**src/rtl/lsu_pkg.sv**
```systemverilog
// Shared types for the MEM-stage load/store responder: width codes,
// response error codes and the access FSM state encoding.
package lsu_pkg;

    typedef enum logic [1:0] {
        DM_BYTE    = 2'b00,
        DM_HALF    = 2'b01,
        DM_WORD    = 2'b10,
        DM_ILLEGAL = 2'b11
    } dm_width_e;

    typedef enum logic [1:0] {
        RESP_OK       = 2'b00,
        RESP_MISALIGN = 2'b01,
        RESP_TIMEOUT  = 2'b10
    } resp_err_e;

    typedef enum logic [1:0] {
        ST_IDLE,
        ST_WAIT,
        ST_DONE
    } lsu_state_e;

endpackage

```
**src/rtl/lsu_mem_access_if.sv**
```systemverilog
// Single-outstanding valid/ack data bus between the LSU (master) and the
// data memory or fabric (slave).
interface lsu_mem_access_if #(
    parameter int ADDR_W = 32
);
    logic              bus_req;
    logic              bus_we;
    logic [ADDR_W-1:0] bus_addr;
    logic [3:0]        bus_wstrb;
    logic [31:0]       bus_wdata;
    logic              bus_ack;
    logic [31:0]       bus_rdata;

    modport master (
        output bus_req, bus_we, bus_addr, bus_wstrb, bus_wdata,
        input  bus_ack, bus_rdata
    );

    modport slave (
        input  bus_req, bus_we, bus_addr, bus_wstrb, bus_wdata,
        output bus_ack, bus_rdata
    );
endinterface

```
**src/rtl/lsu_lane_align.sv**
```systemverilog
// Byte-lane steering for the LSU: store strobes and lane-replicated store
// data, load byte/half extraction with sign/zero extension, and the
// alignment legality check. Purely combinational.
module lsu_lane_align
    import lsu_pkg::*;
(
    input  logic [1:0]  addr_lo,
    input  dm_width_e   width,
    input  logic        sign,
    input  logic [31:0] wdata,
    input  logic [31:0] rdata,
    output logic [3:0]  wstrb,
    output logic [31:0] lane_wdata,
    output logic [31:0] ext_rdata,
    output logic        illegal
);

    logic [7:0]  rbyte;
    logic [15:0] rhalf;

    // Select lanes by width; sign=0 sign-extends, sign=1 zero-extends.
    always_comb begin
        wstrb      = '0;
        lane_wdata = '0;
        ext_rdata  = '0;
        illegal    = 1'b0;
        rbyte      = rdata[{addr_lo, 3'b000} +: 8];
        rhalf      = rdata[{addr_lo[1], 4'b0000} +: 16];
        case (width)
            DM_BYTE: begin
                wstrb      = 4'b0001 << addr_lo;
                lane_wdata = {4{wdata[7:0]}};
                ext_rdata  = {{24{~sign & rbyte[7]}}, rbyte};
            end
            DM_HALF: begin
                wstrb      = addr_lo[1] ? 4'b1100 : 4'b0011;
                lane_wdata = {2{wdata[15:0]}};
                ext_rdata  = {{16{~sign & rhalf[15]}}, rhalf};
                illegal    = addr_lo[0];
            end
            DM_WORD: begin
                wstrb      = '1;
                lane_wdata = wdata;
                ext_rdata  = rdata;
                illegal    = |addr_lo;
            end
            default: illegal = 1'b1;
        endcase
    end

endmodule

```
**src/rtl/lsu_mem_access.sv**
```systemverilog
// MEM-stage load/store responder. Accepts one load or store at a time,
// issues it on the valid/ack bus, stalls the pipeline until completion and
// returns a one-cycle response with extended load data or an error code.
module lsu_mem_access
    import lsu_pkg::*;
#(
    parameter int ADDR_W         = 32,
    parameter int TIMEOUT_CYCLES = 16,
    parameter int CNT_W          = 8
) (
    input  logic              clk,
    input  logic              rst,
    input  logic              mem_rd,
    input  logic              mem_we,
    input  logic              mem_sign,
    input  logic [1:0]        mem_width,
    input  logic [ADDR_W-1:0] mem_addr,
    input  logic [31:0]       mem_wdata,
    output logic              stall,
    output logic              resp_valid,
    output logic [31:0]       resp_rdata,
    output logic [1:0]        resp_err,
    lsu_mem_access_if.master  bus
);

    lsu_state_e        state, state_nxt;
    logic              req;
    logic              illegal;
    logic              align_illegal;
    logic              timeout_hit;
    logic [CNT_W-1:0]  wait_cnt;
    logic [3:0]        lane_wstrb;
    logic [31:0]       lane_wdata;
    logic [31:0]       ext_rdata;

    assign req         = mem_rd | mem_we;
    assign illegal     = align_illegal | (mem_rd & mem_we);
    assign timeout_hit = (TIMEOUT_CYCLES != 0) &&
                         (wait_cnt == CNT_W'(TIMEOUT_CYCLES - 1));

    // Request inputs are held stable while stalled, so the live address and
    // width also steer load extraction when the ack arrives.
    lsu_lane_align u_lane_align (
        .addr_lo    (mem_addr[1:0]),
        .width      (dm_width_e'(mem_width)),
        .sign       (mem_sign),
        .wdata      (mem_wdata),
        .rdata      (bus.bus_rdata),
        .wstrb      (lane_wstrb),
        .lane_wdata (lane_wdata),
        .ext_rdata  (ext_rdata),
        .illegal    (align_illegal)
    );

    // FSM state register.
    always_ff @(posedge clk or posedge rst) begin
        if (rst) state <= ST_IDLE;
        else     state <= state_nxt;
    end

    // Next-state, stall and response-valid decode.
    always_comb begin
        state_nxt  = state;
        stall      = 1'b0;
        resp_valid = 1'b0;
        case (state)
            ST_IDLE: begin
                stall = req;
                if (req) state_nxt = illegal ? ST_DONE : ST_WAIT;
            end
            ST_WAIT: begin
                stall = 1'b1;
                if (bus.bus_ack || timeout_hit) state_nxt = ST_DONE;
            end
            ST_DONE: begin
                resp_valid = 1'b1;
                state_nxt  = ST_IDLE;
            end
            default: state_nxt = ST_IDLE;
        endcase
        // Stall is combinational from the request, so force it low while
        // reset is held to keep every output quiet during reset.
        if (rst) stall = 1'b0;
    end

    // Bus launch, completion capture and timeout counting.
    always_ff @(posedge clk or posedge rst) begin
        if (rst) begin
            bus.bus_req   <= 1'b0;
            bus.bus_we    <= 1'b0;
            bus.bus_addr  <= '0;
            bus.bus_wstrb <= '0;
            bus.bus_wdata <= '0;
            resp_rdata    <= '0;
            resp_err      <= RESP_OK;
            wait_cnt      <= '0;
        end else begin
            case (state)
                ST_IDLE: begin
                    if (req) begin
                        if (illegal) begin
                            resp_err   <= RESP_MISALIGN;
                            resp_rdata <= '0;
                        end else begin
                            bus.bus_req   <= 1'b1;
                            bus.bus_we    <= mem_we;
                            bus.bus_addr  <= {mem_addr[ADDR_W-1:2], 2'b00};
                            bus.bus_wstrb <= mem_we ? lane_wstrb : 4'b0000;
                            bus.bus_wdata <= mem_we ? lane_wdata : 32'h0;
                            wait_cnt      <= '0;
                        end
                    end
                end
                ST_WAIT: begin
                    if (bus.bus_ack) begin
                        bus.bus_req <= 1'b0;
                        resp_err    <= RESP_OK;
                        resp_rdata  <= bus.bus_we ? 32'h0 : ext_rdata;
                    end else if (timeout_hit) begin
                        bus.bus_req <= 1'b0;
                        resp_err    <= RESP_TIMEOUT;
                        resp_rdata  <= '0;
                    end else if (wait_cnt != '1) begin
                        wait_cnt <= wait_cnt + 1'b1;
                    end
                end
                default: ;
            endcase
        end
    end

endmodule

```
**src/flat_wrapper.sv**
```systemverilog
// flat-port wrapper written by rule: the top's interface ports become plain ports
module lsu_mem_access_flat import lsu_pkg::*;
#(
    parameter int ADDR_W         = 32,
    parameter int TIMEOUT_CYCLES = 16,
    parameter int CNT_W          = 8
)
  (clk, rst, mem_rd, mem_we, mem_sign, mem_width, mem_addr, mem_wdata, stall, resp_valid, resp_rdata, resp_err, bus_bus_req, bus_bus_we, bus_bus_addr, bus_bus_wstrb, bus_bus_wdata, bus_bus_ack, bus_bus_rdata);
  lsu_mem_access_if #(.ADDR_W(ADDR_W)) bus_i ();
  input  logic clk;
  input  logic rst;
  input  logic mem_rd;
  input  logic mem_we;
  input  logic mem_sign;
  input  logic [1:0] mem_width;
  input  logic [ADDR_W-1:0] mem_addr;
  input  logic [31:0] mem_wdata;
  output logic stall;
  output logic resp_valid;
  output logic [31:0] resp_rdata;
  output logic [1:0] resp_err;
  output wire logic [$bits(bus_i.bus_req)-1:0] bus_bus_req;
  output wire logic [$bits(bus_i.bus_we)-1:0] bus_bus_we;
  output wire logic [$bits(bus_i.bus_addr)-1:0] bus_bus_addr;
  output wire logic [$bits(bus_i.bus_wstrb)-1:0] bus_bus_wstrb;
  output wire logic [$bits(bus_i.bus_wdata)-1:0] bus_bus_wdata;
  input wire logic [$bits(bus_i.bus_ack)-1:0] bus_bus_ack;
  input wire logic [$bits(bus_i.bus_rdata)-1:0] bus_bus_rdata;
  assign bus_bus_req = bus_i.bus_req;
  assign bus_bus_we = bus_i.bus_we;
  assign bus_bus_addr = bus_i.bus_addr;
  assign bus_bus_wstrb = bus_i.bus_wstrb;
  assign bus_bus_wdata = bus_i.bus_wdata;
  assign bus_i.bus_ack = bus_bus_ack;
  assign bus_i.bus_rdata = bus_bus_rdata;
  lsu_mem_access #(.ADDR_W(ADDR_W), .TIMEOUT_CYCLES(TIMEOUT_CYCLES), .CNT_W(CNT_W)) u_core (.clk(clk), .rst(rst), .mem_rd(mem_rd), .mem_we(mem_we), .mem_sign(mem_sign), .mem_width(mem_width), .mem_addr(mem_addr), .mem_wdata(mem_wdata), .stall(stall), .resp_valid(resp_valid), .resp_rdata(resp_rdata), .resp_err(resp_err), .bus(bus_i));
endmodule
```
**config.mk**
```make
export PLATFORM = sky130hd
export DESIGN_NAME = lsu_mem_access_flat
export DESIGN_NICKNAME = d
export VERILOG_FILES = /design/src/rtl/lsu_pkg.sv /design/src/rtl/lsu_mem_access_if.sv /design/src/rtl/lsu_lane_align.sv /design/src/rtl/lsu_mem_access.sv /design/src/flat_wrapper.sv
export SDC_FILE = /design/constraint.sdc
export NUM_CORES = 1
export LEC_CHECK = 0
export BUFFER_PORTS_ARGS = -buffer_cell sky130_fd_sc_hd__buf_2
export CAP_MARGIN = 40
export CORE_AREA = 2 2 107 109
export DETAILED_ROUTE_END_ITERATION = 7
export DIE_AREA = 0 0 109 111
export PLACE_DENSITY = 0.88
export RECOVER_POWER = 25
export SYNTH_ARGS = -nofsm -noshare
export SYNTH_HDL_FRONTEND = slang
export SYNTH_SLANG_ARGS = --single-unit
```
**constraint.sdc**
```tcl
create_clock -name clk -period 4.55 [get_ports clk]
set_input_delay 0.91 -clock clk [delete_from_list [all_inputs] [get_ports clk]]
set_output_delay 0.91 -clock clk [all_outputs]
set_load 0.1 [all_outputs]
```
### Word-level counts from Yosys, hierarchy flattened

Index checks and enable logic that the tools add are counted.
W data, S select, Z words.

| operators by class | value |
|---|---|
| bitwise gates (word level) | 7 |
| $add $sub $neg | 1 |
| reduce and logical (&&, ||, !) cells | 10 |
| shift-type cells | 3 |
| equal/unequal tests | 14 |
| mux-type cells | 36 |

Operators with widths:

| kind | number |
|---|---|
| $mux W32 | 6 |
| $pmux W32 S3 | 2 |
| $pmux W32 S2 | 1 |
| $mux W8 | 5 |
| $shiftx A32 B6 Y16 | 1 |
| $shiftx A32 B6 Y8 | 1 |
| $pmux W8 S2 | 1 |
| $mux W2 | 7 |
| $pmux W4 S3 | 1 |
| $add A8 B1 Y8 const B | 1 |
| $eq A8 B4 Y1 const B | 1 |
| $mux W4 | 2 |
| $ne A2 B1 Y1 const B | 4 |
| $ne A8 B8 Y1 const B | 1 |
| $pmux W2 S2 | 2 |
| $reduce_and A4 Y1 | 2 |
| $mux W1 | 6 |
| $ne A2 B2 Y1 const B | 3 |
| $reduce_and A6 Y1 | 1 |
| $eq A2 B1 Y1 const B | 2 |
| $eq A2 B2 Y1 const B | 2 |
| $logic_not A2 Y1 | 2 |
| $pmux W1 S2 | 2 |
| $shl A1 B2 Y4 const A | 1 |
| 10 further kinds | 14 |

| storage, ports and cells | value |
|---|---|
| bits in registers | 112 |
| output and inout bits | 106 |
| input bits | 104 |
| word-level logic and storage cells | 80 |

### Longest topological paths before layout

| logic depth | value |
|---|---|
| word-level depth | 6 |
| depth in mapped cells | 7 |

### Cells and area by module

A second synthesis with hierarchy kept.

| second synthesis, totals | value |
|---|---|
| cells, all modules | 503 |
| area, all modules | 5569.1 µm² |

Modules (own cells, without submodules):

| module | cells an instance | times used | area each (µm²) |
|---|---|---|---|
| lsu_mem_access | 305 | 1 | 4359.2 |
| lsu_lane_align | 198 | 1 | 1209.9 |

### Worst setup path after synthesis

No wires, ideal clock.

| path | value |
|---|---|
| path type | input port to output port |
| start | input port mem_rd |
| end | output port stall |
| stages | 2 |
| arrival | 2.995 ns |
| required time | 3.640 ns |
| slack | 0.645 ns |
| path buffers | 0 |
| cells stage by stage | nor3_1 -> nor3_1 |

| on the way | value |
|---|---|
| word-level cells in the longest chain between the ends | 3 |

Ends and longest elaborated chain:

| what | RTL line | RTL |
|---|---|---|
| start: declaration | flat_wrapper.sv:12 | `input logic mem_rd;` |
| $or A1 B1 Y1 | lsu_mem_access.sv:36 | `assign req = mem_rd \| mem_we;` |
| $pmux W1 S2 | lsu_mem_access.sv:66 | `case (state)` |
| $mux W1 | lsu_mem_access.sv:83 | `if (rst) stall = 1'b0;` |
| end: declaration | flat_wrapper.sv:18 | `output logic stall;` |

Every way passes these cells.

### Worst setup path in the final report

Same ends and word-level chain as after synthesis.

==> flow_summary.toml <==
[sta]
min_period_ns = 2.702
finalCritPeriodShare_pct = 59.38
setup-violations-final = 0
hold_ws_ns = 0.4776
grt_setup_unrepaired = "no"
worst_slack_ns = 1.848
relSlewSlack_pct = 36.32
worstMarginPinSlew_ns = 0.9506
maxSlewViolCount = 0
setup_tns_ns = 0
fmax_mhz = 370.1
skew_ns = 0.004553
hold_viol_final = 0

[routing]
top_layer = "met4"
dr.pass1.iters = 5
ant_nets = 0
avgViaCountPerCell = 5.727
wl_met2_um = 6946
dr_total_vias = 4645
first_iter_violations = 485
wl_per_cell_um = 17.69
drc = 0
routedLengthMet1_um = 5743
totalWireLength_um = 14350
route.met3.wl_um = 1350

[yosys]
async_flop_share_pct = 100.0
synth.largest_area_cell = "dfrtp_1"
synth-warning-count = 0
synth_enable_flop_cells = 0
yosys.area.top_type_share_pct = 53.54
synthTopCellsByArea = "dfrtp_1 54%, mux2_2 8.2%, nand2_1 4.2%"
syn_inst = 475
synth_ff_type = "dfrtp_1"
ys_seq_area_share_pct = 53.54
syn_area_per_cell_um2 = 11.02
post_synth_num_cell_types = 53
synth-seq-cells = 112
netlist_area_um2 = 5235

[clock_tree]
cts_resized = 0
htree_levels = 3
root_buffer = "clkbuf_16"
cts_buffers = 9
postCtsSetupBuffers = 0
clock_latency_ns = 0.35
cts_buffer_depth = 2
cts_tree = "yes"
clkTransAtPathRegs_ns = 0.07
ctsHoldBuffers = 0
clock-sinks = 112

[die]
die_h_um = 111
rows = 39
io_pins = 210
dieArea_um2 = 12100
chipWidth_um = 109
start_util_pct = 47.26
core_area_um2 = 11080

[grt]
grt_pass1_vias = 4528
grt_pass1_wl_um = 22340
antenna_found_initial = 0
grt_max_degree = 53
overflow = 0
grt_usage_pct = 23.61

[critical_path]
cp-start-kind = "primary input"
slowest_stage = "nor3_1"
crit_required_ns = 3.64
cp_slowest_stage_delay_ns = 0.36
critPathCaptureType = "primary output"
reg2reg_slack_ns = 2.38
crit_type = "in -> out"
crit_chain = "buf_2 > nor3_1 > nor3_1 > buf_2"
crit_fanout = 6
cp_top_family = "buffers and inverters"
crit_arrival_ns = 1.79
worst-path-buf-inv = 2

[cells_and_area]
diodes = 0
final_nets = 768
mostFrequentLayoutCells = "206 x buf_2, 112 x dfrtp_1, 59 x nand2_1, 38 x mux2_2, 25 x a21oi_1"
drive_above_1_share_pct = 41.77
layout_commonest_cell = "buf_2"
utilization_pct = 59.63
syn_to_final_growth_pct = 26.17
fill_cells = 920

[placement]
post-dp-hpwl_um = 10420
dp_worst_setup_slack_ns = 1.673
io_buffers = 207
gp_congestion = 0.8675

[job]
maxCapViolCount = 0

[worst_hold_path]
hold_path.class = "reg -> reg"

[status]
run_status = "completed"
routing by layer:
layer / vias to the layer above / global-route usage [%]
li1: 2119 / -
met1: 2243 / 30.33
met2: 256 / 38.10
met3: 27 / 5.761
met4: 0 / 9.402
met5: - / 0
cell families (layout without fill, tap and decap cells):
group / Yosys count / count (layout) / synth area share, %
flops: 112 / 112 / 53.54
simple gates: 114 / 114 / 10.56
fa+ha+maj: 1 / 1 / 0.2390
xor+xnor: 1 / 1 / 0.1673
compound gates: 153 / 153 / 20.63
buf+inv: 43 / 235 / 4.087
other cells: 1 / 2 / 0.07163
mux: 50 / 50 / 10.71
worst paths after layout:
kind,cells after the start,from,endpoint
worst max-delay path,4,mem_rd,stall
worst min-delay path,2,u_core.bus.bus_wstrb[3],u_core.bus.bus_wstrb[3]
worst max register to register,4,u_core.wait_cnt[4],u_core.resp_err[0]
worst min register to register,2,u_core.bus.bus_wstrb[3],u_core.bus.bus_wstrb[3]
max in group asynchronous,3,rst,u_core.resp_rdata[15]
min in group asynchronous,2,rst,u_core.wait_cnt[5]
registers in the layout, indices dropped and copies added, names as in the netlist:
signal	cells
u_core.bus.bus_wstrb	4
u_core.resp_err	2
u_core.bus.bus_addr	30
u_core.wait_cnt	8
u_core.bus.bus_req	1
u_core.bus.bus_we	1
u_core.bus.bus_wdata	32
u_core.resp_rdata	32
u_core.state	2
cell usage after synthesis, types with 3 or more instances:
cell type / number
dfrtp_1: 112
nand2_1: 59
mux2_2: 38
a21oi_1: 25
o21ai_0: 21
a21o_1: 20
nor2_1: 19
a31oi_1: 18
a22o_1: 15
buf_2: 15
clkbuf_1: 15
o2bb2ai_1: 15
nor2b_1: 12
mux2i_1: 11
a221oi_1: 9
o21ai_1: 9
a222oi_1: 7
inv_1: 4
nor3_1: 4
buf_1: 3
nor3b_1: 3
o211ai_1: 3
through the flow:
| stage | cell area, um2 | instances |
|---|---|---|
| floorplan | 5239 | 476 |
| global placement | 6306 | 793 |
| detailed placement | 6332 | 795 |
| CTS | 6608 | 811 |
| global route | 6605 | 811 |
| finish | 6605 | 811 |
cell type report:
class                           instances  area (um2)  share of cell area (%)
Multi-Input combinational cell        321        2230                   33.76
Tap cell                              143       178.9                   2.709
Sequential cell                       112        2803                   42.43
Inverter                                5       20.02                  0.3031
Clock buffer                           11       242.7                   3.675
Clock inverter                          5       32.53                  0.4925
Timing Repair Buffer                  214        1099                   16.63
tightest hold or removal path, cell delays in order (launching register included):
cell and delay (ns):
dfrtp_1 0.34, nand2_1 0.04, o21ai_0 0.05
Power is left out: the tool's default activity adds up to more than one toggle a clock period on the data nets, which glitch-free logic cannot reach.
